### src/rtl/vga_sync_gen_if.sv
// Pixel-timing bus between the VGA timing master and the graphics generators,
// plus the registered VGA pin signals.
interface vga_sync_gen_if;
  logic        p_tick;
  logic [9:0]  pix_x;
  logic [9:0]  pix_y;
  logic        video_on;
  logic        frame_tick;
  logic [11:0] rgb_in;
  logic        test_mode;
  logic        hsync;
  logic        vsync;
  logic [11:0] rgb_out;

  modport master (
    output p_tick, pix_x, pix_y, video_on, frame_tick, hsync, vsync, rgb_out,
    input  rgb_in, test_mode
  );

  modport slave (
    input  p_tick, pix_x, pix_y, video_on, frame_tick, hsync, vsync, rgb_out,
    output rgb_in, test_mode
  );
endinterface

### src/rtl/vga_sync_gen.sv
// VGA timing master: pixel-tick divider, h/v counters, frame tick, blanked colour
// and sync pin registers. VGA_TEST_PATTERN_EN adds an 8-bar colour test pattern.
module vga_sync_gen #(
  parameter int unsigned H_DISPLAY = 640,
  parameter int unsigned H_FRONT   = 16,
  parameter int unsigned H_SYNC    = 96,
  parameter int unsigned H_BACK    = 48,
  parameter int unsigned V_DISPLAY = 480,
  parameter int unsigned V_FRONT   = 10,
  parameter int unsigned V_SYNC    = 2,
  parameter int unsigned V_BACK    = 33,
  parameter int unsigned CLK_DIV   = 4,
  parameter bit          SYNC_POL  = 1'b0
) (
  input  logic            clk,
  input  logic            reset_n,
  vga_sync_gen_if.master  vga
);

  localparam int unsigned H_TOTAL = H_DISPLAY + H_FRONT + H_SYNC + H_BACK;
  localparam int unsigned V_TOTAL = V_DISPLAY + V_FRONT + V_SYNC + V_BACK;
  localparam int unsigned DIV_W   = (CLK_DIV > 2) ? $clog2(CLK_DIV) : 1;

  localparam logic [DIV_W-1:0] DIV_LAST = DIV_W'(CLK_DIV - 1);
  localparam logic [9:0] X_LAST   = 10'(H_TOTAL - 1);
  localparam logic [9:0] Y_LAST   = 10'(V_TOTAL - 1);
  localparam logic [9:0] X_DISP   = 10'(H_DISPLAY);
  localparam logic [9:0] Y_DISP   = 10'(V_DISPLAY);
  localparam logic [9:0] HS_FIRST = 10'(H_DISPLAY + H_FRONT);
  localparam logic [9:0] HS_LAST  = 10'(H_DISPLAY + H_FRONT + H_SYNC - 1);
  localparam logic [9:0] VS_FIRST = 10'(V_DISPLAY + V_FRONT);
  localparam logic [9:0] VS_LAST  = 10'(V_DISPLAY + V_FRONT + V_SYNC - 1);
  localparam logic [9:0] Y_FT     = 10'(V_DISPLAY);

  logic [DIV_W-1:0] r_div;
  logic             r_p_tick;
  logic [9:0]       r_pix_x;
  logic [9:0]       r_pix_y;
  logic             r_frame_tick;
  logic             r_hsync;
  logic             r_vsync;
  logic [11:0]      r_rgb;

  logic             w_video_on;
  logic             w_x_last;
  logic             w_y_last;
  logic             w_hs_win;
  logic             w_vs_win;
  logic [11:0]      w_colour;

  assign w_video_on = (r_pix_x < X_DISP) && (r_pix_y < Y_DISP);
  assign w_x_last   = (r_pix_x == X_LAST);
  assign w_y_last   = (r_pix_y == Y_LAST);
  assign w_hs_win   = (r_pix_x >= HS_FIRST) && (r_pix_x <= HS_LAST);
  assign w_vs_win   = (r_pix_y >= VS_FIRST) && (r_pix_y <= VS_LAST);

  always_ff @(posedge clk or negedge reset_n) begin
    if (!reset_n) begin
      r_div    <= '0;
      r_p_tick <= 1'b0;
    end else begin
      r_p_tick <= (r_div == DIV_LAST);
      r_div    <= (r_div == DIV_LAST) ? '0 : r_div + 1'b1;
    end
  end

  always_ff @(posedge clk or negedge reset_n) begin
    if (!reset_n) begin
      r_pix_x      <= '0;
      r_pix_y      <= '0;
      r_frame_tick <= 1'b0;
    end else begin
      // Pulse lands on the same edge that moves the counters to (0, V_DISPLAY+1).
      r_frame_tick <= r_p_tick && w_x_last && (r_pix_y == Y_FT);
      if (r_p_tick) begin
        if (w_x_last) begin
          r_pix_x <= '0;
          r_pix_y <= w_y_last ? '0 : r_pix_y + 10'd1;
        end else begin
          r_pix_x <= r_pix_x + 10'd1;
        end
      end
    end
  end

`ifdef VGA_TEST_PATTERN_EN
  logic [2:0]  w_bar;
  logic [11:0] w_bar_colour;

  always_comb begin
    w_bar = '0;
    for (int unsigned i = 1; i < 8; i++) begin
      if (r_pix_x >= 10'(80 * i)) w_bar = 3'(i);
    end
  end

  always_comb begin
    w_bar_colour = '0;
    case (w_bar)
      3'd0: w_bar_colour = 12'hfff;
      3'd1: w_bar_colour = 12'hff0;
      3'd2: w_bar_colour = 12'h0ff;
      3'd3: w_bar_colour = 12'h0f0;
      3'd4: w_bar_colour = 12'hf0f;
      3'd5: w_bar_colour = 12'hf00;
      3'd6: w_bar_colour = 12'h00f;
      default: w_bar_colour = 12'h000;
    endcase
  end

  assign w_colour = vga.test_mode ? w_bar_colour : vga.rgb_in;
`else
  logic w_unused_test_mode;
  assign w_unused_test_mode = vga.test_mode;
  assign w_colour           = vga.rgb_in;
`endif

  // Colour and both syncs sample the same pixel, so the pins lag pix_x/pix_y by one pixel together.
  always_ff @(posedge clk or negedge reset_n) begin
    if (!reset_n) begin
      r_rgb   <= '0;
      r_hsync <= ~SYNC_POL;
      r_vsync <= ~SYNC_POL;
    end else if (r_p_tick) begin
      r_rgb   <= w_video_on ? w_colour : '0;
      r_hsync <= w_hs_win ? SYNC_POL : ~SYNC_POL;
      r_vsync <= w_vs_win ? SYNC_POL : ~SYNC_POL;
    end
  end

  assign vga.p_tick     = r_p_tick;
  assign vga.pix_x      = r_pix_x;
  assign vga.pix_y      = r_pix_y;
  assign vga.video_on   = w_video_on;
  assign vga.frame_tick = r_frame_tick;
  assign vga.hsync      = r_hsync;
  assign vga.vsync      = r_vsync;
  assign vga.rgb_out    = r_rgb;

endmodule

### src/flat_wrapper.sv
// flat-port wrapper written by rule: the top's interface ports become plain ports
module vga_sync_gen_flat 
#(
  parameter int unsigned H_DISPLAY = 640,
  parameter int unsigned H_FRONT   = 16,
  parameter int unsigned H_SYNC    = 96,
  parameter int unsigned H_BACK    = 48,
  parameter int unsigned V_DISPLAY = 480,
  parameter int unsigned V_FRONT   = 10,
  parameter int unsigned V_SYNC    = 2,
  parameter int unsigned V_BACK    = 33,
  parameter int unsigned CLK_DIV   = 4,
  parameter bit          SYNC_POL  = 1'b0
)
  (clk, reset_n, vga_p_tick, vga_pix_x, vga_pix_y, vga_video_on, vga_frame_tick, vga_hsync, vga_vsync, vga_rgb_out, vga_rgb_in, vga_test_mode);
  vga_sync_gen_if vga_i ();
  input  logic clk;
  input  logic reset_n;
  output wire logic [$bits(vga_i.p_tick)-1:0] vga_p_tick;
  output wire logic [$bits(vga_i.pix_x)-1:0] vga_pix_x;
  output wire logic [$bits(vga_i.pix_y)-1:0] vga_pix_y;
  output wire logic [$bits(vga_i.video_on)-1:0] vga_video_on;
  output wire logic [$bits(vga_i.frame_tick)-1:0] vga_frame_tick;
  output wire logic [$bits(vga_i.hsync)-1:0] vga_hsync;
  output wire logic [$bits(vga_i.vsync)-1:0] vga_vsync;
  output wire logic [$bits(vga_i.rgb_out)-1:0] vga_rgb_out;
  input wire logic [$bits(vga_i.rgb_in)-1:0] vga_rgb_in;
  input wire logic [$bits(vga_i.test_mode)-1:0] vga_test_mode;
  assign vga_p_tick = vga_i.p_tick;
  assign vga_pix_x = vga_i.pix_x;
  assign vga_pix_y = vga_i.pix_y;
  assign vga_video_on = vga_i.video_on;
  assign vga_frame_tick = vga_i.frame_tick;
  assign vga_hsync = vga_i.hsync;
  assign vga_vsync = vga_i.vsync;
  assign vga_rgb_out = vga_i.rgb_out;
  assign vga_i.rgb_in = vga_rgb_in;
  assign vga_i.test_mode = vga_test_mode;
  vga_sync_gen #(.H_DISPLAY(H_DISPLAY), .H_FRONT(H_FRONT), .H_SYNC(H_SYNC), .H_BACK(H_BACK), .V_DISPLAY(V_DISPLAY), .V_FRONT(V_FRONT), .V_SYNC(V_SYNC), .V_BACK(V_BACK), .CLK_DIV(CLK_DIV), .SYNC_POL(SYNC_POL)) u_core (.clk(clk), .reset_n(reset_n), .vga(vga_i));
endmodule
### config.mk
export PLATFORM = sky130hd
export DESIGN_NAME = vga_sync_gen_flat
export DESIGN_NICKNAME = d
export VERILOG_FILES = /design/src/rtl/vga_sync_gen_if.sv /design/src/rtl/vga_sync_gen.sv /design/src/flat_wrapper.sv
export SDC_FILE = /design/constraint.sdc
export NUM_CORES = 1
export LEC_CHECK = 0
export BUFFER_PORTS_ARGS = -buffer_cell sky130_fd_sc_hd__buf_2
export CAP_MARGIN = 15
export CORE_MARGIN = 2
export CORE_UTILIZATION = 45
export CTS_CLUSTER_DIAMETER = 50
export CTS_CLUSTER_SIZE = 25
export DETAILED_ROUTE_END_ITERATION = 7
export PLACE_DENSITY = 0.78
export SLEW_MARGIN = 20
export SYNTH_ARGS = -nofsm -noshare
export SYNTH_HDL_FRONTEND = slang
export SYNTH_SLANG_ARGS = --single-unit
### constraint.sdc
create_clock -name clk -period 2.29 [get_ports clk]
set_input_delay 0.3435 -clock clk [delete_from_list [all_inputs] [get_ports clk]]
set_output_delay 0.3435 -clock clk [all_outputs]
set_load 0.01 [all_outputs]
==> out/metrics.yaml, run 1 <==
timing:
  finalMaxSlewViolations: 0
  fmax_mhz: 515
  fin_ws_ns: 0.348
  tightest_slew_ns: 0.798
  finalSetupViolCount: 0
  hold_viol_final: 0
  fin_skew_ns: 0.00384
  setup_tns_ns: 0
  rsz0062_at_grt: "no"
  slew_headroom: 0.468
  fin_crit_sh: 0.848
  fin_crit_ns: 1.94
cells_and_area:
  seq_area_um2: 953
  layout_common_cells: "buf_2, dfrtp_1, inv_1"
  multi_input_area_um2: 726
  drive_gt1_frac: 0.288
  final_common_cell: "buf_2"
  layout.nets: 248
  diodes: 0
  syn_to_final_growth_pct: 23.8
  fillers: 336
  utilization: 0.593
clock_network:
  hold_buffers: 0
  post_cts_buffers: 0
  cts_resized: 0
  tritoncts: "done"
  cts_buffers: 5
  clkLatencyLatePin_ns: 0.29
  clockRootBuffer: "clkbuf_8"
  clock-sinks: 38
  cts_buffer_depth: 2
  cts-htree-levels: 2
  clk_pin_slew_ns: 0.07
synthesis:
  synth_edf_count: 0
  synthesis.area_um2: 1790
  async_flop_share: 1.00
  synth_top_area_frac: 0.503
  synth_area_leaders: "dfrtp_1, xnor2_1, o22ai_1, inv_1, nand3_1"
  netlist_instances: 177
  ys_seq_elements: 38
  synth_nets: 197
  synth.avg_cell_area_um2: 10.1
  ys.flop_type: "dfrtp_1"
  synth_warnings: 0
  synth_seq_area_share: 0.532
  yosysTopAreaCell: "dfrtp_1"
  synth_cell_type_count: 35
critical_path:
  cp_slowest_stage_delay_ns: 0.55
  r2r_cells: 4
  arrival_ns: 2.11
  critPathTopFamily: "simple AND/OR/NAND/NOR gates"
  path_buf_inv: 0
  crit_path_max_fanout: 9
  worst_setup_path_end_kind: "register"
  cp_cell_sequence: "nand4bb_1 > or3_1 > nor2_1 > nor2_1"
  critical_path_class: "register to register"
  cp_common_cell: "nor2_1"
  start_kind: "register"
  crit_cells: 4
  cp_data_required_time_ns: 2.46
  cpMaxStageDelayCell: "or3_1"
global_routing:
  grtUsageTotal: 0.180
  gr-total-overflow: 0
  antenna_found_initial: 0
  grt_max_degree: 39
  grt_pass1_wl_um: 5960
  grt_pass1_vias: 1333
placement:
  place_congestion: 0.796
  portBuffers: 50
  post-place-ws_ns: 0.365
  hpwl_um: 2620
run:
  drv_cap: 0
floorplan:
  dieArea_um2: 4500
  dieWidth_um: 67.1
  row_count: 22
  boundaryPins: 52
  core_um2: 3740
  dieHeight_um: 67.1
  start_util: 0.479
drt:
  drt_iter0_markers: 57
  wl_um: 3640
  route.vias.total: 1440
  ant_nets: 0
  detail_route.first_pass.iterations: 4
  wire_per_inst_um: 13.2
  vias_per_cell: 5.20
  drc: 0
power:
  power-per-cell-area_nw_per_um2: 645
  peakVddDrop_mv: 0.402
  leakagePower_nw: 1.07
  total_power_mw: 1.43
min_path:
  hold_path.class: "input port to async pin"
status:
  status: "completed"
-- layout make-up --
| class | instances | area share |
|---|---|---|
| Tap cell | 48 | 0.0271 |
| Inverter | 19 | 0.0321 |
| Clock buffer | 6 | 0.0372 |
| Timing Repair Buffer | 52 | 0.120 |
| Multi-Input combinational cell | 112 | 0.327 |
| Sequential cell | 38 | 0.430 |
| Clock inverter | 2 | 0.0271 |
-- cells by family after synthesis --
group / count (synthesis) / synth area share
buffers and inverters: 27 / 0.0628
XOR/XNOR: 13 / 0.0635
flip-flops: 38 / 0.532
adder cells (fa/ha/maj): 5 / 0.0349
AO/OA/AOI/OAI: 26 / 0.0929
AND/OR/NAND/NOR: 68 / 0.214
-- Yosys cell counts (2+ instances only) --
cell	n
dfrtp_1	36
inv_1	19
nand2_1	18
nand3_1	14
o22ai_1	12
xnor2_1	11
nor2_1	10
o21ai_0	7
ha_1	5
clkbuf_1	4
nand4_1	4
nor4_1	4
buf_2	3
nor3_1	3
a21oi_1	2
and3_1	2
and4_1	2
dfstp_2	2
o311ai_0	2
xor2_1	2
-- flip-flops by register name, summed over array words and instances, names as in the netlist --
name and cells:
u_core.r_div 2, u_core.vga.frame_tick 1, u_core.vga.hsync 1, u_core.vga.p_tick 1, u_core.vga.pix_x 10, u_core.vga.pix_y 10
u_core.vga.rgb_out 12, u_core.vga.vsync 1
-- final timing paths --
kind	from	to	slack, ns
worst max-delay path	u_core.vga.pix_x[6]$_DFFE_PN0P_	u_core.vga.pix_y[2]$_DFFE_PN0P_	0.35
worst max register to register	u_core.vga.pix_x[6]$_DFFE_PN0P_	u_core.vga.pix_y[2]$_DFFE_PN0P_	0.35
worst min register to register	u_core.r_div[0]$_DFF_PN0_	u_core.r_div[0]$_DFF_PN0_	0.44
worst min-delay path	reset_n	u_core.vga.pix_y[7]$_DFFE_PN0P_	0.14
min in group clk	vga_rgb_in[9]	u_core.vga.rgb_out[9]$_DFFE_PN0P_	0.29
max in group asynchronous	reset_n	u_core.vga.pix_x[7]$_DFFE_PN0P_	1.65
-- metal layers --
metal,track usage,vias to the layer above,part of all wire
li1,-,713,-
met1,0.224,668,0.45
met2,0.288,52,0.46
met3,0.0524,7,0.068
met4,0.0867,0,0.022
met5,0,-,0
-- report_power, final --
group	switching (mW)	internal [mW]
Sequential	0.00479	0.682
Clock	0.229	0.464
Combinational	0.0293	0.0208
-- through the flow --
step / cell area [µm²] / hold slack (ns) / std cells
global route: 2220 / 0.206 / 277
finish: 2220 / 0.140 / 277
detailed placement: 2080 / 0.441 / 269
CTS: 2220 / 0.170 / 277
floorplan: 1790 / 0.0479 / 177
global placement: 2080 / 0.415 / 269
No activity file was read; power rests on OpenSTA's default activity.
==> run 2: changes to the inputs <==
Clock period 2.29 ns to 2 ns, I/O delays scaled along.
==> out/metrics.yaml, run 2 (synthesis results as in run 1) <==
cells_and_area:
  layout.nets: 251  # +1.2%
  multi_input_area_um2: 726  # unchanged
  final_common_cell: "buf_2"
  syn_to_final_growth_pct: 25.1
  largest_reg_flops: 12  # unchanged
  fillers: 322  # -4.2%
  finalNonFillerCells: 280  # +1.1%
  diodes: 0  # unchanged
  seq_area_um2: 953  # unchanged
  drive_gt1_frac: 0.297  # +0.00920
  layout_common_cells: "buf_2, dfrtp_1, inv_1"
critical_path:
  reg2reg_from: "u_core.vga.pix_x[5]$_DFFE_PN0P_"
  critical_path_class: "register to register"
  cp-startpoint: "u_core.vga.pix_x[5]$_DFFE_PN0P_"
  cp_slowest_stage_delay_ns: 0.50  # -0.05 ns
  cp_cell_sequence: "nand2b_1 > nor4_4 > nor3b_2 > xor2_1"
  path_buf_inv: 0  # unchanged
  arrival_ns: 1.99  # -0.12 ns
  crit_path_max_fanout: 9  # unchanged
  cp_data_required_time_ns: 2.22  # -0.24 ns
  cpMaxStageDelayCell: "nor4_4"
  worst_setup_path_end_kind: "register"
  start_kind: "register"
  critPathTopFamily: "simple AND/OR/NAND/NOR gates"
timing:
  slew_headroom: 0.453  # -0.0154
  finalMaxSlewViolations: 0  # unchanged
  fin_crit_ns: 1.77  # -0.175 ns
  tightest_slew_ns: 0.821  # +0.0231 ns
  fin_crit_sh: 0.883  # +0.0353
  rsz0062_at_grt: "no"
  finalSetupViolCount: 0  # unchanged
  setup_tns_ns: 0  # unchanged
  fin_skew_ns: 0.00561  # +0.00177 ns
  fmax_mhz: 566  # +9.9%
  hold_viol_final: 0  # unchanged
clock_network:
  cts_buffers: 5  # unchanged
  post_cts_buffers: 0  # unchanged
  tritoncts: "done"
  clock-sinks: 38  # unchanged
  clockRootBuffer: "clkbuf_8"
  clk_pin_slew_ns: 0.08  # about the same
  clkLatencyLatePin_ns: 0.29  # about the same
  hold_buffers: 0  # unchanged
  cts-htree-levels: 2  # unchanged
  cts_buffer_depth: 2  # unchanged
  cts_resized: 0  # unchanged
global_routing:
  antenna_found_initial: 0  # unchanged
  grt_pass1_wl_um: 5870  # -1.6%
  grt_max_degree: 39  # unchanged
  grtUsageTotal: 0.175  # -0.00509
  gr-total-overflow: 0  # unchanged
  grt_pass1_vias: 1303  # -2.3%
floorplan:
  row_count: 22  # unchanged
  boundaryPins: 52  # unchanged
  dieArea_um2: 4500  # unchanged
  start_util: 0.479  # unchanged
  dieWidth_um: 67.1  # unchanged
  dieHeight_um: 67.1  # unchanged
  core_um2: 3740  # unchanged
drt:
  ant_nets: 0  # unchanged
  route.vias.total: 1467  # +1.9%
  drc: 0  # unchanged
  detail_route.first_pass.iterations: 4  # unchanged
  wire_per_inst_um: 13.3  # +0.72%
  drt_iter0_markers: 44  # -23%
  vias_per_cell: 5.24  # +0.78%
  wl_um: 3710  # +1.8%
placement:
  post-place-cells: 272  # +1.1%
  portBuffers: 50  # unchanged
  place_congestion: 0.746  # -6.3%
  hpwl_um: 2670  # +1.9%
run:
  drv_cap: 0  # unchanged
power:
  peakVddDrop_mv: 0.351  # -13%
  power-per-cell-area_nw_per_um2: 734  # +14%
  leakagePower_nw: 1.09  # +1.3%
status:
  status: "completed"
min_path:
  hold_path.class: "input port to async pin"
[run 2: cell count changes in the layout (fill, tap and decap cells not counted)]
cell	change
buf_4	+3
[run 2: per-layer routing]
layer / GRT usage / wire length (µm)
met1: 0.219 / 1680
met2: 0.288 / 1750
met3: 0.0473 / 230
met4: 0.0689 / 52
met5: 0 / 0
[run 2: path summary, 6_finish.rpt]
check | slack, ns | endpoint | cells past startpoint
max | 0.23 | u_core.vga.pix_y[7]$_DFFE_PN0P_ | 4
min reg2reg | 0.43 | u_core.r_div[0]$_DFF_PN0_ | 1
max in group asynchronous | 1.38 | u_core.vga.pix_y[9]$_DFFE_PN0P_ | 1
max reg2reg | 0.23 | u_core.vga.pix_y[7]$_DFFE_PN0P_ | 4
min | 0.1 | u_core.vga.rgb_out[0]$_DFFE_PN0P_ | 1
min in group clk | 0.24 | u_core.vga.rgb_out[4]$_DFFE_PN0P_ | 3
[run 2: worst reg2reg max path: stages, from the launching register on]
cell,delay (ns)
dfrtp_1,0.45
nand2b_1,0.34
nor4_4,0.50
nor3b_2,0.26
xor2_1,0.15
[run 2: layout make-up]
| type | count | area share |
|---|---|---|
| Sequential cell | 38 | 0.425 |
| Multi-Input combinational cell | 112 | 0.324 |
| Timing Repair Buffer | 55 | 0.128 |
| Clock buffer | 6 | 0.0369 |
| Inverter | 19 | 0.0318 |
| Clock inverter | 2 | 0.0268 |
| Tap cell | 48 | 0.0268 |
[run 2: stage by stage]
stage	total power, mW	util	hold slack (ns)	cell area, µm²	setup WS [ns]
2_1_floorplan	0.819	-	0.00441	1790	0.420
3_3_place_gp	0.859	0.560	0.417	2100	0.291
3_5_place_dp	0.860	0.560	0.422	2100	0.244
4_1_cts	1.66	0.599	0.127	2240	0.232
5_1_grt	1.71	0.599	0.162	2240	0.0642
6_report	1.65	0.599	0.0984	2240	0.234
[run 2: report_power, final]
group / internal (mW) / switching [mW] / total, mW
clock: 0.532 / 0.270 / 0.802
combinational: 0.0239 / 0.0338 / 0.0577
sequential: 0.780 / 0.00576 / 0.786
==> run 3: changes to the inputs <==
Settings changed: RECOVER_POWER set to 100.
==> out/metrics.yaml, run 3 (synthesis results as in run 1) <==
timing:
  fmax_mhz: 552  # -2.4%
  rsz0062_at_grt: "no"
  fin_skew_ns: 0.00545  # -0.000153 ns
  slew_headroom: 0.387  # -0.0653
  hold_viol_final: 0  # unchanged
  fin_crit_sh: 0.905  # +0.0220
  fin_ws_ns: 0.189  # -0.0441 ns
  finalMaxSlewViolations: 0  # unchanged
  setup_tns_ns: 0  # unchanged
  tightest_slew_ns: 0.919  # +0.0980 ns
  fin_crit_ns: 1.81  # +0.0441 ns
  finalSetupViolCount: 0  # unchanged
clock_network:
  cts_buffers: 5  # unchanged
  clockRootBuffer: "clkbuf_8"
  post_cts_buffers: 0  # unchanged
  tritoncts: "done"
  cts_buffer_depth: 2  # unchanged
  clk_pin_slew_ns: 0.07  # about the same
  cts_resized: 0  # unchanged
  cts-htree-levels: 2  # unchanged
  hold_buffers: 0  # unchanged
  clkLatencyLatePin_ns: 0.29  # about the same
  clock-sinks: 38  # unchanged
cells_and_area:
  fillers: 351  # +9.0%
  seq_area_um2: 953  # unchanged
  layout_common_cells: "clkbuf_1, dfrtp_1, inv_1"
  final_common_cell: "clkbuf_1"
  multi_input_area_um2: 714  # -1.6%
  syn_to_final_growth_pct: 20.9
  largest_reg_flops: 12  # unchanged
  diodes: 0  # unchanged
  finalNonFillerCells: 280  # unchanged
  layout.nets: 251  # unchanged
  drive_gt1_frac: 0.116  # -0.181
drt:
  ant_nets: 0  # unchanged
  drt_iter0_markers: 43  # -2.3%
  drc: 0  # unchanged
  vias_per_cell: 5.27  # +0.61%
  route.vias.total: 1476  # +0.61%
  detail_route.first_pass.iterations: 4  # unchanged
  wl_um: 3720  # +0.24%
  wire_per_inst_um: 13.3  # +0.24%
floorplan:
  start_util: 0.479  # unchanged
  dieWidth_um: 67.1  # unchanged
  core_um2: 3740  # unchanged
  dieHeight_um: 67.1  # unchanged
  boundaryPins: 52  # unchanged
  dieArea_um2: 4500  # unchanged
  row_count: 22  # unchanged
placement:
  post-place-cells: 272  # unchanged
  place_congestion: 0.746  # unchanged
  portBuffers: 50  # unchanged
  hpwl_um: 2670  # unchanged
  post-place-ws_ns: 0.244  # unchanged
critical_path:
  cp-startpoint: "u_core.vga.p_tick$_DFF_PN0_"
  worst_setup_path_end_kind: "primary output"
  start_kind: "register"
  arrival_ns: 1.51  # -0.48 ns
  cp_data_required_time_ns: 1.70  # -0.52 ns
  crit_path_max_fanout: 27  # +18
  reg2reg_from: "u_core.vga.pix_x[5]$_DFFE_PN0P_"
  critical_path_class: "register to primary output"
global_routing:
  antenna_found_initial: 0  # unchanged
  gr-total-overflow: 0  # unchanged
  grtUsageTotal: 0.175  # unchanged
  grt_pass1_vias: 1303  # unchanged
  grt_max_degree: 39  # unchanged
  grt_pass1_wl_um: 5870  # unchanged
power:
  power-per-cell-area_nw_per_um2: 758  # +3.2%
  peakVddDrop_mv: 0.346  # -1.3%
  leakagePower_nw: 0.947  # -13%
status:
  status: "completed"
min_path:
  hold_path.class: "input port to async pin"
run:
  drv_cap: 0  # unchanged
## run 3: cell count changes in the layout (fill, tap and decap cells not counted), sizes merged
cell,before,now
clkbuf,6,48
buf,55,13
## run 3: final timing paths
kind | end | slack (ns) | depth (start not counted)
min in group clk | u_core.vga.rgb_out[4]$_DFFE_PN0P_ | 0.24 | 3
setup reg to reg | u_core.vga.pix_y[7]$_DFFE_PN0P_ | 0.20 | 4
hold reg to reg | u_core.r_div[0]$_DFF_PN0_ | 0.43 | 1
max in group asynchronous | u_core.vga.pix_y[9]$_DFFE_PN0P_ | 1.29 | 1
setup / recovery | vga_p_tick | 0.19 | 2
hold / removal | u_core.vga.rgb_out[0]$_DFFE_PN0P_ | 0.13 | 1
## run 3: critical path, cell delays in order, from the launching register on
cell and delay (ns):
dfrtp_1 0.52, clkbuf_2 0.47, buf_2 0.22
## run 3: area by class of cell
class / count / share of cell area
well taps: 48 / 0.0277
flip-flops and latches: 38 / 0.440
multi-input cells: 112 / 0.330
clock inverters: 2 / 0.0277
repair buffers: 55 / 0.104
clock buffers: 6 / 0.0381
inverters: 19 / 0.0329
## run 3: per-layer routing
metal	vias to the layer above	global-route usage	part of all wire
li1	722	-	-
met1	702	0.219	0.45
met2	45	0.288	0.47
met3	7	0.0473	0.066
met4	0	0.0689	0.015
met5	-	0	0
## run 3: where the power goes
group | switching [mW] | internal, mW | total, mW
Sequential | 0.00628 | 0.781 | 0.787
Combinational | 0.0341 | 0.0204 | 0.0545
Clock | 0.269 | 0.532 | 0.801
Total | 0.310 | 1.33 | 1.64
## run 3: through the flow
| stage | total power [mW] | utilization | cell area, µm² | hold slack, ns |
|---|---|---|---|---|
| after global routing | 1.71 | 0.579 | 2170 | 0.203 |
| after detailed placement | 0.860 | 0.560 | 2100 | 0.422 |
| final | 1.64 | 0.579 | 2170 | 0.131 |
| after floorplan | 0.819 | - | 1790 | 0.00441 |
| after CTS | 1.66 | 0.599 | 2240 | 0.127 |
| after global placement | 0.859 | 0.560 | 2100 | 0.417 |
